### src/rtl/pipe_hazard_ctrl_pkg.sv
`default_nettype none
// ============================================================================
// pipe_hazard_ctrl_pkg : shared types and constants for the pipeline hazard
//                        controller (state encoding, register index width)
// Revision: 1.0
// ============================================================================
package pipe_hazard_ctrl_pkg;

  localparam int REG_IDX_W = 4;

  typedef logic [REG_IDX_W-1:0] reg_idx_t;

  localparam reg_idx_t REG_SP = 4'd13;
  localparam reg_idx_t REG_LR = 4'd14;
  localparam reg_idx_t REG_PC = 4'd15;

  typedef enum logic [0:0] {
    ST_RUN      = 1'b0,
    ST_MEM_WAIT = 1'b1
  } state_t;

endpackage
`default_nettype wire

### src/rtl/pipe_hazard_ctrl_if.sv
`default_nettype none
// ============================================================================
// pipe_hazard_ctrl_if : pipeline-side bus of the hazard controller
// Revision: 1.0
// ============================================================================
interface pipe_hazard_ctrl_if
  import pipe_hazard_ctrl_pkg::*;
#(
  parameter int CNT_W = 16
) ();

  logic             fwd_en;
  reg_idx_t         id_src1;
  reg_idx_t         id_src2;
  logic             id_src1_vld;
  logic             id_src2_vld;
  reg_idx_t         exe_dest;
  logic             exe_wb_en;
  logic             exe_mem_read;
  reg_idx_t         mem_dest;
  logic             mem_wb_en;
  logic             branch_taken;
  logic             mem_req;
  logic             mem_ready;

  logic             pc_freeze;
  logic             if_id_freeze;
  logic             id_ex_freeze;
  logic             ex_mem_freeze;
  logic             if_id_flush;
  logic             id_ex_flush;
  logic             mem_wb_bubble;
  logic             mem_abort;
  logic             mem_timeout;
  logic [CNT_W-1:0] stall_cnt;
  logic [CNT_W-1:0] flush_cnt;

  modport master (
    output fwd_en, id_src1, id_src2, id_src1_vld, id_src2_vld,
           exe_dest, exe_wb_en, exe_mem_read, mem_dest, mem_wb_en,
           branch_taken, mem_req, mem_ready,
    input  pc_freeze, if_id_freeze, id_ex_freeze, ex_mem_freeze,
           if_id_flush, id_ex_flush, mem_wb_bubble, mem_abort,
           mem_timeout, stall_cnt, flush_cnt
  );

  modport slave (
    input  fwd_en, id_src1, id_src2, id_src1_vld, id_src2_vld,
           exe_dest, exe_wb_en, exe_mem_read, mem_dest, mem_wb_en,
           branch_taken, mem_req, mem_ready,
    output pc_freeze, if_id_freeze, id_ex_freeze, ex_mem_freeze,
           if_id_flush, id_ex_flush, mem_wb_bubble, mem_abort,
           mem_timeout, stall_cnt, flush_cnt
  );

endinterface
`default_nettype wire

### src/rtl/pipe_hazard_ctrl_hazard_detect.sv
`default_nettype none
// ============================================================================
// hazard_detect : combinational RAW compare of ID sources against in-flight
//                 destinations; fwd_en narrows the check to load-use only
// Revision: 1.0
// ============================================================================
module hazard_detect
  import pipe_hazard_ctrl_pkg::*;
(
  input  logic     fwd_en,
  input  reg_idx_t src1,
  input  reg_idx_t src2,
  input  logic     src1_vld,
  input  logic     src2_vld,
  input  reg_idx_t exe_dest,
  input  logic     exe_wb_en,
  input  logic     exe_mem_read,
  input  reg_idx_t mem_dest,
  input  logic     mem_wb_en,
  output logic     hazard
);

  logic w_src1_match;
  logic w_src2_match;

  // With forwarding only a load result is still unavailable to the next instruction
  function automatic logic dest_conflict(
    input logic     fwd,
    input reg_idx_t src,
    input reg_idx_t e_dest,
    input logic     e_wb,
    input logic     e_ld,
    input reg_idx_t m_dest,
    input logic     m_wb
  );
    if (fwd) begin
      return e_ld && (e_dest == src);
    end
    return (e_wb && (e_dest == src)) || (m_wb && (m_dest == src));
  endfunction

  always_comb begin
    w_src1_match = src1_vld &&
                   dest_conflict(fwd_en, src1, exe_dest, exe_wb_en,
                                 exe_mem_read, mem_dest, mem_wb_en);
    w_src2_match = src2_vld &&
                   dest_conflict(fwd_en, src2, exe_dest, exe_wb_en,
                                 exe_mem_read, mem_dest, mem_wb_en);
    hazard       = w_src1_match || w_src2_match;
  end

endmodule
`default_nettype wire

### src/rtl/pipe_hazard_ctrl.sv
`default_nettype none
// ============================================================================
// pipe_hazard_ctrl : pipeline register sequencing - RAW stall, branch flush,
//                    MEM wait freeze with watchdog abort, perf counters
// Revision: 1.0
// ============================================================================
module pipe_hazard_ctrl
  import pipe_hazard_ctrl_pkg::*;
#(
  parameter int CNT_W    = 16,
  parameter int MAX_WAIT = 63
) (
  input  logic               clk,
  input  logic               rst,
  pipe_hazard_ctrl_if.slave  bus
);

  localparam int WAIT_W = $clog2(MAX_WAIT + 1);

  state_t            r_state;
  state_t            w_state_nxt;
  logic [WAIT_W-1:0] r_wait_cnt;
  logic [WAIT_W-1:0] w_wait_cnt_nxt;
  logic [WAIT_W-1:0] w_cnt_base;
  logic              r_timeout;
  logic [CNT_W-1:0]  r_stall_cnt;
  logic [CNT_W-1:0]  r_flush_cnt;

  logic w_hazard;
  logic w_mem_wait;
  logic w_abort;
  logic w_pc_freeze;
  logic w_if_id_freeze;
  logic w_id_ex_freeze;
  logic w_ex_mem_freeze;
  logic w_if_id_flush;
  logic w_id_ex_flush;
  logic w_mem_wb_bubble;

  hazard_detect u_hazard_detect (
    .fwd_en       (bus.fwd_en),
    .src1         (bus.id_src1),
    .src2         (bus.id_src2),
    .src1_vld     (bus.id_src1_vld),
    .src2_vld     (bus.id_src2_vld),
    .exe_dest     (bus.exe_dest),
    .exe_wb_en    (bus.exe_wb_en),
    .exe_mem_read (bus.exe_mem_read),
    .mem_dest     (bus.mem_dest),
    .mem_wb_en    (bus.mem_wb_en),
    .hazard       (w_hazard)
  );

  always_ff @(posedge clk) begin
    if (rst) begin
      r_state <= ST_RUN;
    end else begin
      r_state <= w_state_nxt;
    end
  end

  // Priority mux: memory wait beats branch flush beats RAW stall
  always_comb begin
    w_pc_freeze     = 1'b0;
    w_if_id_freeze  = 1'b0;
    w_id_ex_freeze  = 1'b0;
    w_ex_mem_freeze = 1'b0;
    w_if_id_flush   = 1'b0;
    w_id_ex_flush   = 1'b0;
    w_mem_wb_bubble = 1'b0;
    w_abort         = 1'b0;
    w_state_nxt     = ST_RUN;
    w_wait_cnt_nxt  = '0;
    w_cnt_base      = (r_state == ST_MEM_WAIT) ? r_wait_cnt : '0;
    w_mem_wait      = bus.mem_req && !bus.mem_ready;

    if (rst) begin
      w_state_nxt = ST_RUN;
    end else if (w_mem_wait && (w_cnt_base >= WAIT_W'(MAX_WAIT - 1))) begin
      w_abort         = 1'b1;
      w_mem_wb_bubble = 1'b1;
    end else if (w_mem_wait) begin
      w_pc_freeze     = 1'b1;
      w_if_id_freeze  = 1'b1;
      w_id_ex_freeze  = 1'b1;
      w_ex_mem_freeze = 1'b1;
      w_mem_wb_bubble = 1'b1;
      w_state_nxt     = ST_MEM_WAIT;
      w_wait_cnt_nxt  = w_cnt_base + WAIT_W'(1);
    end else if (bus.branch_taken) begin
      w_if_id_flush = 1'b1;
      w_id_ex_flush = 1'b1;
    end else if (w_hazard) begin
      w_pc_freeze    = 1'b1;
      w_if_id_freeze = 1'b1;
      w_id_ex_flush  = 1'b1;
    end
  end

  always_ff @(posedge clk) begin
    if (rst) begin
      r_wait_cnt  <= '0;
      r_timeout   <= 1'b0;
      r_stall_cnt <= '0;
      r_flush_cnt <= '0;
    end else begin
      r_wait_cnt <= w_wait_cnt_nxt;
      r_timeout  <= r_timeout | w_abort;
      if (w_pc_freeze && (r_stall_cnt != {CNT_W{1'b1}})) begin
        r_stall_cnt <= r_stall_cnt + CNT_W'(1);
      end
      if (w_if_id_flush && (r_flush_cnt != {CNT_W{1'b1}})) begin
        r_flush_cnt <= r_flush_cnt + CNT_W'(1);
      end
    end
  end

  assign bus.pc_freeze     = w_pc_freeze;
  assign bus.if_id_freeze  = w_if_id_freeze;
  assign bus.id_ex_freeze  = w_id_ex_freeze;
  assign bus.ex_mem_freeze = w_ex_mem_freeze;
  assign bus.if_id_flush   = w_if_id_flush;
  assign bus.id_ex_flush   = w_id_ex_flush;
  assign bus.mem_wb_bubble = w_mem_wb_bubble;
  assign bus.mem_abort     = w_abort;
  assign bus.mem_timeout   = r_timeout;
  assign bus.stall_cnt     = r_stall_cnt;
  assign bus.flush_cnt     = r_flush_cnt;

endmodule
`default_nettype wire

### src/flat_wrapper.sv
// flat-port wrapper written by rule: the top's interface ports become plain ports
module pipe_hazard_ctrl_flat import pipe_hazard_ctrl_pkg::*;
#(
  parameter int CNT_W    = 16,
  parameter int MAX_WAIT = 63
)
  (clk, rst, bus_fwd_en, bus_id_src1, bus_id_src2, bus_id_src1_vld, bus_id_src2_vld, bus_exe_dest, bus_exe_wb_en, bus_exe_mem_read, bus_mem_dest, bus_mem_wb_en, bus_branch_taken, bus_mem_req, bus_mem_ready, bus_pc_freeze, bus_if_id_freeze, bus_id_ex_freeze, bus_ex_mem_freeze, bus_if_id_flush, bus_id_ex_flush, bus_mem_wb_bubble, bus_mem_abort, bus_mem_timeout, bus_stall_cnt, bus_flush_cnt);
  pipe_hazard_ctrl_if #(.CNT_W(CNT_W)) bus_i ();
  input  logic clk;
  input  logic rst;
  input wire logic [$bits(bus_i.fwd_en)-1:0] bus_fwd_en;
  input wire logic [$bits(bus_i.id_src1)-1:0] bus_id_src1;
  input wire logic [$bits(bus_i.id_src2)-1:0] bus_id_src2;
  input wire logic [$bits(bus_i.id_src1_vld)-1:0] bus_id_src1_vld;
  input wire logic [$bits(bus_i.id_src2_vld)-1:0] bus_id_src2_vld;
  input wire logic [$bits(bus_i.exe_dest)-1:0] bus_exe_dest;
  input wire logic [$bits(bus_i.exe_wb_en)-1:0] bus_exe_wb_en;
  input wire logic [$bits(bus_i.exe_mem_read)-1:0] bus_exe_mem_read;
  input wire logic [$bits(bus_i.mem_dest)-1:0] bus_mem_dest;
  input wire logic [$bits(bus_i.mem_wb_en)-1:0] bus_mem_wb_en;
  input wire logic [$bits(bus_i.branch_taken)-1:0] bus_branch_taken;
  input wire logic [$bits(bus_i.mem_req)-1:0] bus_mem_req;
  input wire logic [$bits(bus_i.mem_ready)-1:0] bus_mem_ready;
  output wire logic [$bits(bus_i.pc_freeze)-1:0] bus_pc_freeze;
  output wire logic [$bits(bus_i.if_id_freeze)-1:0] bus_if_id_freeze;
  output wire logic [$bits(bus_i.id_ex_freeze)-1:0] bus_id_ex_freeze;
  output wire logic [$bits(bus_i.ex_mem_freeze)-1:0] bus_ex_mem_freeze;
  output wire logic [$bits(bus_i.if_id_flush)-1:0] bus_if_id_flush;
  output wire logic [$bits(bus_i.id_ex_flush)-1:0] bus_id_ex_flush;
  output wire logic [$bits(bus_i.mem_wb_bubble)-1:0] bus_mem_wb_bubble;
  output wire logic [$bits(bus_i.mem_abort)-1:0] bus_mem_abort;
  output wire logic [$bits(bus_i.mem_timeout)-1:0] bus_mem_timeout;
  output wire logic [$bits(bus_i.stall_cnt)-1:0] bus_stall_cnt;
  output wire logic [$bits(bus_i.flush_cnt)-1:0] bus_flush_cnt;
  assign bus_i.fwd_en = bus_fwd_en;
  assign bus_i.id_src1 = bus_id_src1;
  assign bus_i.id_src2 = bus_id_src2;
  assign bus_i.id_src1_vld = bus_id_src1_vld;
  assign bus_i.id_src2_vld = bus_id_src2_vld;
  assign bus_i.exe_dest = bus_exe_dest;
  assign bus_i.exe_wb_en = bus_exe_wb_en;
  assign bus_i.exe_mem_read = bus_exe_mem_read;
  assign bus_i.mem_dest = bus_mem_dest;
  assign bus_i.mem_wb_en = bus_mem_wb_en;
  assign bus_i.branch_taken = bus_branch_taken;
  assign bus_i.mem_req = bus_mem_req;
  assign bus_i.mem_ready = bus_mem_ready;
  assign bus_pc_freeze = bus_i.pc_freeze;
  assign bus_if_id_freeze = bus_i.if_id_freeze;
  assign bus_id_ex_freeze = bus_i.id_ex_freeze;
  assign bus_ex_mem_freeze = bus_i.ex_mem_freeze;
  assign bus_if_id_flush = bus_i.if_id_flush;
  assign bus_id_ex_flush = bus_i.id_ex_flush;
  assign bus_mem_wb_bubble = bus_i.mem_wb_bubble;
  assign bus_mem_abort = bus_i.mem_abort;
  assign bus_mem_timeout = bus_i.mem_timeout;
  assign bus_stall_cnt = bus_i.stall_cnt;
  assign bus_flush_cnt = bus_i.flush_cnt;
  pipe_hazard_ctrl #(.CNT_W(CNT_W), .MAX_WAIT(MAX_WAIT)) u_core (.clk(clk), .rst(rst), .bus(bus_i));
endmodule
### config.mk
export PLATFORM = sky130hd
export DESIGN_NAME = pipe_hazard_ctrl_flat
export DESIGN_NICKNAME = d
export VERILOG_FILES = /design/src/rtl/pipe_hazard_ctrl_pkg.sv /design/src/rtl/pipe_hazard_ctrl_if.sv /design/src/rtl/pipe_hazard_ctrl_hazard_detect.sv /design/src/rtl/pipe_hazard_ctrl.sv /design/src/flat_wrapper.sv
export SDC_FILE = /design/constraint.sdc
export NUM_CORES = 1
export LEC_CHECK = 0
export CAP_MARGIN = 25
export CORE_UTILIZATION = 30
export CTS_CLUSTER_DIAMETER = 100
export CTS_CLUSTER_SIZE = 20
export DETAILED_ROUTE_END_ITERATION = 8
export PLACE_DENSITY = 0.63
export SYNTH_ARGS = -nofsm -noshare
export SYNTH_HDL_FRONTEND = slang
export SYNTH_SLANG_ARGS = --single-unit
### constraint.sdc
create_clock -name clk -period 5.5 [get_ports clk]
set_input_delay 1.375 -clock clk [delete_from_list [all_inputs] [get_ports clk]]
set_output_delay 1.375 -clock clk [all_outputs]
set_load 0.02 [all_outputs]
; Word level (Yosys, flattened, before mapping)
; Cells that the tools add are included.
[word_totals]
out_inout_bits = 41
elab_cells = 60
inputBits = 27
regBits = 40
[classes]
n_addsub = 3
reduce_logical = 17
n_mux = 26
bitwise = 2
magnitude_cmp = 1
n_eq_ne = 6
[op_table]
columns = op, n
row1 = "adder 16 x 1 -> 16 bit, second input constant", 2
row2 = "!= test 16 bit, second input constant", 2
row3 = two-way mux 1 bit, 25
row4 = equality test 4 bit, 4
row5 = logical AND 1 bit, 12
row6 = "adder 6 x 1 -> 6 bit, second input constant", 1
row7 = "greater-or-equal comparator 6 bit, second input constant", 1
row8 = two-way mux 6 bit, 1
row9 = logical OR 1 bit, 3
row10 = OR reduction 3 bit, 1
row11 = logical NOT 1 bit, 1
row12 = NOT 1 bit, 1
row13 = bitwise OR 1 bit, 1

; Logic depth before layout (Yosys ltp)
[depth]
word_depth = 12
mapped_depth = 9
mapped_depth_nobuf = 8

; Hierarchy
; From an unflattened synthesis, not the netlist that was laid out.
[unflattened]
cells_unflattened = 253
area_unflattened_um2 = 2220.9
[by_module_without_submodules]
columns = module, area_per_inst_um2, instances, seq_area_each_um2, cells_per_inst
row1 = pipe_hazard_ctrl, 2004.4, 1, 800.8, 226
row2 = hazard_detect, 216.5, 1, 0.0, 27

; Worst setup path before layout
; OpenSTA, ideal clock, no wires.
[synth_timing]
kind = input-to-output
from = input bus_fwd_en
to = output bus_pc_freeze
arrival_ns = 2.631
stages = 6
path_buffers = 1
path_slack_ns = 1.494
cell_sequence = mux2_2 > nand4_1 > o21ai_2 > o21ai_2 > nand2_1 > buf_4
[synth_via]
elab_chain_len = 9
word_cells_on_any_way = 11
cone_classes = mux: 8 / reduce/logical: 3
[synth_lines]
columns = element, line
row1 = from (decl), flat_wrapper.sv:11  ; input wire logic [$bits(bus_i.fwd_en)-1:0] bus_fwd_en;
row2 = two-way mux 1 bit (*), pipe_hazard_ctrl_hazard_detect.sv:36  ; if (fwd) begin
row3 = two-way mux 1 bit, pipe_hazard_ctrl_hazard_detect.sv:39  ; return (e_wb && (e_dest == src)) || (m_wb && (m_dest == src));
row4 = logical AND 1 bit (on tied branches), "pipe_hazard_ctrl_hazard_detect.sv:43, pipe_hazard_ctrl_hazard_detect.sv:46"
row5 = logical OR 1 bit (*), pipe_hazard_ctrl_hazard_detect.sv:49  ; hazard = w_src1_match || w_src2_match;
row6 = two-way mux 1 bit (*) (5 in series), --
row7 = to (decl), flat_wrapper.sv:24  ; output wire logic [$bits(bus_i.pc_freeze)-1:0] bus_pc_freeze;
; Mark *: on every way between the ends. The rest lies on a longest branch, timed or not.

; Final worst setup path
[layout_timing]
from = input bus_fwd_en
to = output bus_pc_freeze
[layout_via]
elab_chain_len = 9
word_cells_on_any_way = 11
cone_classes = mux: 8 / reduce/logical: 3
[layout_lines]
columns = element, line
row1 = two-way mux 1 bit (*), pipe_hazard_ctrl_hazard_detect.sv:36
row2 = two-way mux 1 bit, pipe_hazard_ctrl_hazard_detect.sv:39
row3 = logical AND 1 bit (on tied branches), "pipe_hazard_ctrl_hazard_detect.sv:43, pipe_hazard_ctrl_hazard_detect.sv:46"
row4 = logical OR 1 bit (*), pipe_hazard_ctrl_hazard_detect.sv:49
row5 = two-way mux 1 bit (*), pipe_hazard_ctrl.sv:93  ; end else if (w_hazard) begin
row6 = two-way mux 1 bit (*), pipe_hazard_ctrl.sv:90  ; end else if (bus.branch_taken) begin
row7 = two-way mux 1 bit (*), pipe_hazard_ctrl.sv:82  ; end else if (w_mem_wait) begin
row8 = two-way mux 1 bit (*), pipe_hazard_ctrl.sv:79  ; end else if (w_mem_wait && (w_cnt_base >= WAIT_W'(MAX_WAIT - 1))) begin
row9 = two-way mux 1 bit (*), pipe_hazard_ctrl.sv:77  ; if (rst) begin
; Marked as above.

==> impl_metrics.yaml <==
clock_network:
  clock-sinks: 40
  cts_made_buffers: 5
  cts_root_buf: "clkbuf_8"
  cts.path.max_buffers: 2
  post_cts.repair.setup_buffers: 0
  cts_repair_resize_count: 0
  clk_pin_slew_ns: 0.07
  cts_hold_buf: 0
  cts_max_level: 2
  cts_tree: "done"
  clk_latency_ns: 0.28
hold_path:
  hold_path.class: "reg2reg"
  min_path_cells: 1
  min-delay-start: "u_core.bus.mem_timeout"
  holdPathEnd: "u_core.bus.mem_timeout"
setup_path:
  timing.rr.end: "u_core.bus.stall_cnt[15]"
  critPathCaptureType: "output port"
  r2r-start: "u_core.r_state"
  crit_required_ns: 4.12
  critPathKind: "in2out"
  worstPathMaxFanout: 10
  max_stage_delay_ns: 0.57
  start_kind: "input pin"
  worst_r2r_path_depth: 8
  crit_chain: "clkdlybuf4s50_1 > mux2_2 > nand4_1 > o21ai_2 > o21ai_2 > nand2_1 > clkdlybuf4s50_1"
  slowest_stage: "clkdlybuf4s50_1"
  rrSetupSlack_ns: 3.14
  cp.arrival_ns: 3.54
floorplan:
  rows: 31
  pin_count: 68
  die_h_um: 89.6
  fp.dieArea_mm2: 0.00802
  fp.dieW_um: 89.6
  start_util_pct: 31.4
  core_region_area_mm2: 0.00733
sta:
  period_share_pct: 89.4
  tns_ns: 0
  setup_viol: 0
  rsz0062_at_grt: "no"
  min_period_ns: 4.92
  timing_hold_violations_final: 0
  hold_slack_ns: 0.463
  worst_pin_slew_ns: 0.622
  slew_headroom_pct: 58.4
  fmax_ghz: 0.203
  finClkSkew_ns: 0.00615
  drv_slew: 0
finish:
  fill_cells: 734
  final_cell_area_mm2: 0.00312
  post-route-util_pct: 42.5
  drive_above_1_share_pct: 9.54
  area_growth_pct: 35.6
  antenna_cells: 0
  nets: 355
detailed_routing:
  routed_via_density: 4.79
  drt_pass1_iterations: 4
  wirelength_mm: 5.34
  vias: 2030
  ant_nets: 0
  drt_iter0_markers: 67
  drc: 0
  avgRoutedWirePerCell_um: 12.6
synth:
  synth_fa_ha_area_share_pct: 2.18
  yosys_most_used_dff: "dfxtp_1"
  ys_types: 55
  synthMuxAreaShare_pct: 5.82
  synth_edf_count: 0
  synthSimpleGateAreaFrac_pct: 30.3
  yosysSeqAreaShare_pct: 34.8
  ys_seq_elements: 40
  synth_nets: 290
  synth_area_per_cell_um2: 8.88
  synth_compound_area_share_pct: 10.2
  postSynth.asyncResetShare_pct: 0
  synth_xor_area_share_pct: 12.6
  synth_top_family_by_area: "simple AND/OR/NAND/NOR gates"
  synthCells: 259
  netlist_area_mm2: 0.00230
  yosysWarnings: 0
global_routing:
  first_global_vias: 1800
  overflow: 0
  globalRouteTotalUtil_pct: 13.9
  grt_max_degree: 35
  grt_pass1_wl_mm: 8.59
  antenna_found_initial: 0
power:
  irDropWorstVdd_uv: 73.6
  power_density_mw_per_mm2: 181
  leakage_nw: 1.11
run_status:
  status: "finished clean"
job:
  maxCapViolations: 0
placement:
  gp_congestion: 0.798
  port_buffers: 67
  dp_hpwl_mm: 4.10
  place_area_mm2: 0.00303
metrics by stage:
stage / cells / power [mW] / setup WS, ns
global placement: 416 / 0.372 / 0.594
floorplan: 259 / 0.340 / 1.49
finish: 424 / 0.565 / 0.582
detailed placement: 416 / 0.373 / 0.567
CTS: 424 / 0.572 / 0.572
global route: 424 / 0.591 / 0.411
report_power, final:
part | internal (mW) | total [mW] | switching, mW | leakage (nW)
sequential | 0.291 | 0.293 | 0.00220 | 0.323
clock | 0.102 | 0.199 | 0.0969 | 0.0455
combinational | 0.0365 | 0.0724 | 0.0359 | 0.737
total | 0.430 | 0.565 | 0.135 | 1.11
how the worst max path moves through the flow:
stage	startpoint	end	slack [ns]	depth (start not counted)
after floorplan	bus_fwd_en	bus_pc_freeze	1.49	6
after global placement	bus_fwd_en	bus_if_id_freeze	0.59	7
after detailed placement	bus_fwd_en	bus_pc_freeze	0.57	7
after CTS	bus_fwd_en	bus_pc_freeze	0.57	7
after global routing	bus_fwd_en	bus_pc_freeze	0.41	7
final	bus_fwd_en	bus_pc_freeze	0.58	7
kinds of logic after synthesis:
family / Yosys count
xor gates and xnor gates: 33
DFF: 40
muxes: 12
buffers and inverters: 16
AOI/OAI and AO/OA: 30
and+or+nand+nor: 124
adders and majority gates: 4
state kept, by name, indices dropped and copies added (netlist names):
register / count
u_core.bus.flush_cnt: 16
u_core.bus.mem_timeout: 1
u_core.r_state: 1
u_core.bus.stall_cnt: 16
u_core.r_wait_cnt: 6
critical path, delay by kind of cell:
family / cells / cell delay (ns)
buffers and inverters: 2 / 1.06
AOI/OAI and AO/OA: 2 / 0.48
muxes: 1 / 0.35
and+or+nand+nor: 2 / 0.29
per-layer routing:
| metal | GRT usage (%) | share of wire [%] |
|---|---|---|
| met5 | 0 | 0 |
| met1 | 17.9 | 47 |
| met4 | 4.18 | 1.4 |
| met3 | 3.14 | 2.7 |
| met2 | 23.0 | 49 |
final cells by class:
class	instances	area [um2]	share of cell area [%]
repair buffers	68	678	21.7
clock buffers	8	90.1	2.89
flip-flops and latches	40	801	25.7
well taps	99	124	3.97
inverters	6	22.5	0.722
multi-input cells	203	1400	45.0
layout by cell type, fill, tap and decap left out, drive strengths merged, types with 2 or more instances in the layout:
cell type / count
nor2: 36
nand2: 23
a211oi: 8
o21ai: 7
nor3: 8
mux2i: 4
o311ai: 3
clkdlybuf4s50: 67
and3: 6
or2: 4
nor3b: 2
or3: 3
nand4: 12
nand3: 11
inv: 6
dfxtp: 40
a21oi: 3
and2: 2
mux2: 8
xor2: 20
clkbuf: 8
nor2b: 9
xnor2: 13
ha: 4
nand2b: 2
o41ai: 2
and4: 3
cells in the mapped netlist (3+ instances only):
library cell,n,area share [%]
or2_2,3,0.82
o21ai_2,3,1.1
and3_1,4,1.1
a211oi_1,8,2.6
nor3_2,3,1.3
o311ai_1,3,1.1
mux2_1,6,2.9
o21ai_1,4,0.87
nand3_1,11,2.4
dfxtp_1,40,35
mux2i_1,4,1.7
nor3_1,4,0.87
xor2_1,20,7.6
clkbuf_1,3,0.49
xnor2_1,13,5.0
nor2b_1,8,2.2
nand4_1,12,3.3
nor2_1,36,5.9
a21oi_1,3,0.65
nand2_1,22,3.6
ha_1,4,2.2
inv_1,5,0.82
(Power assumes the default switching activity.)
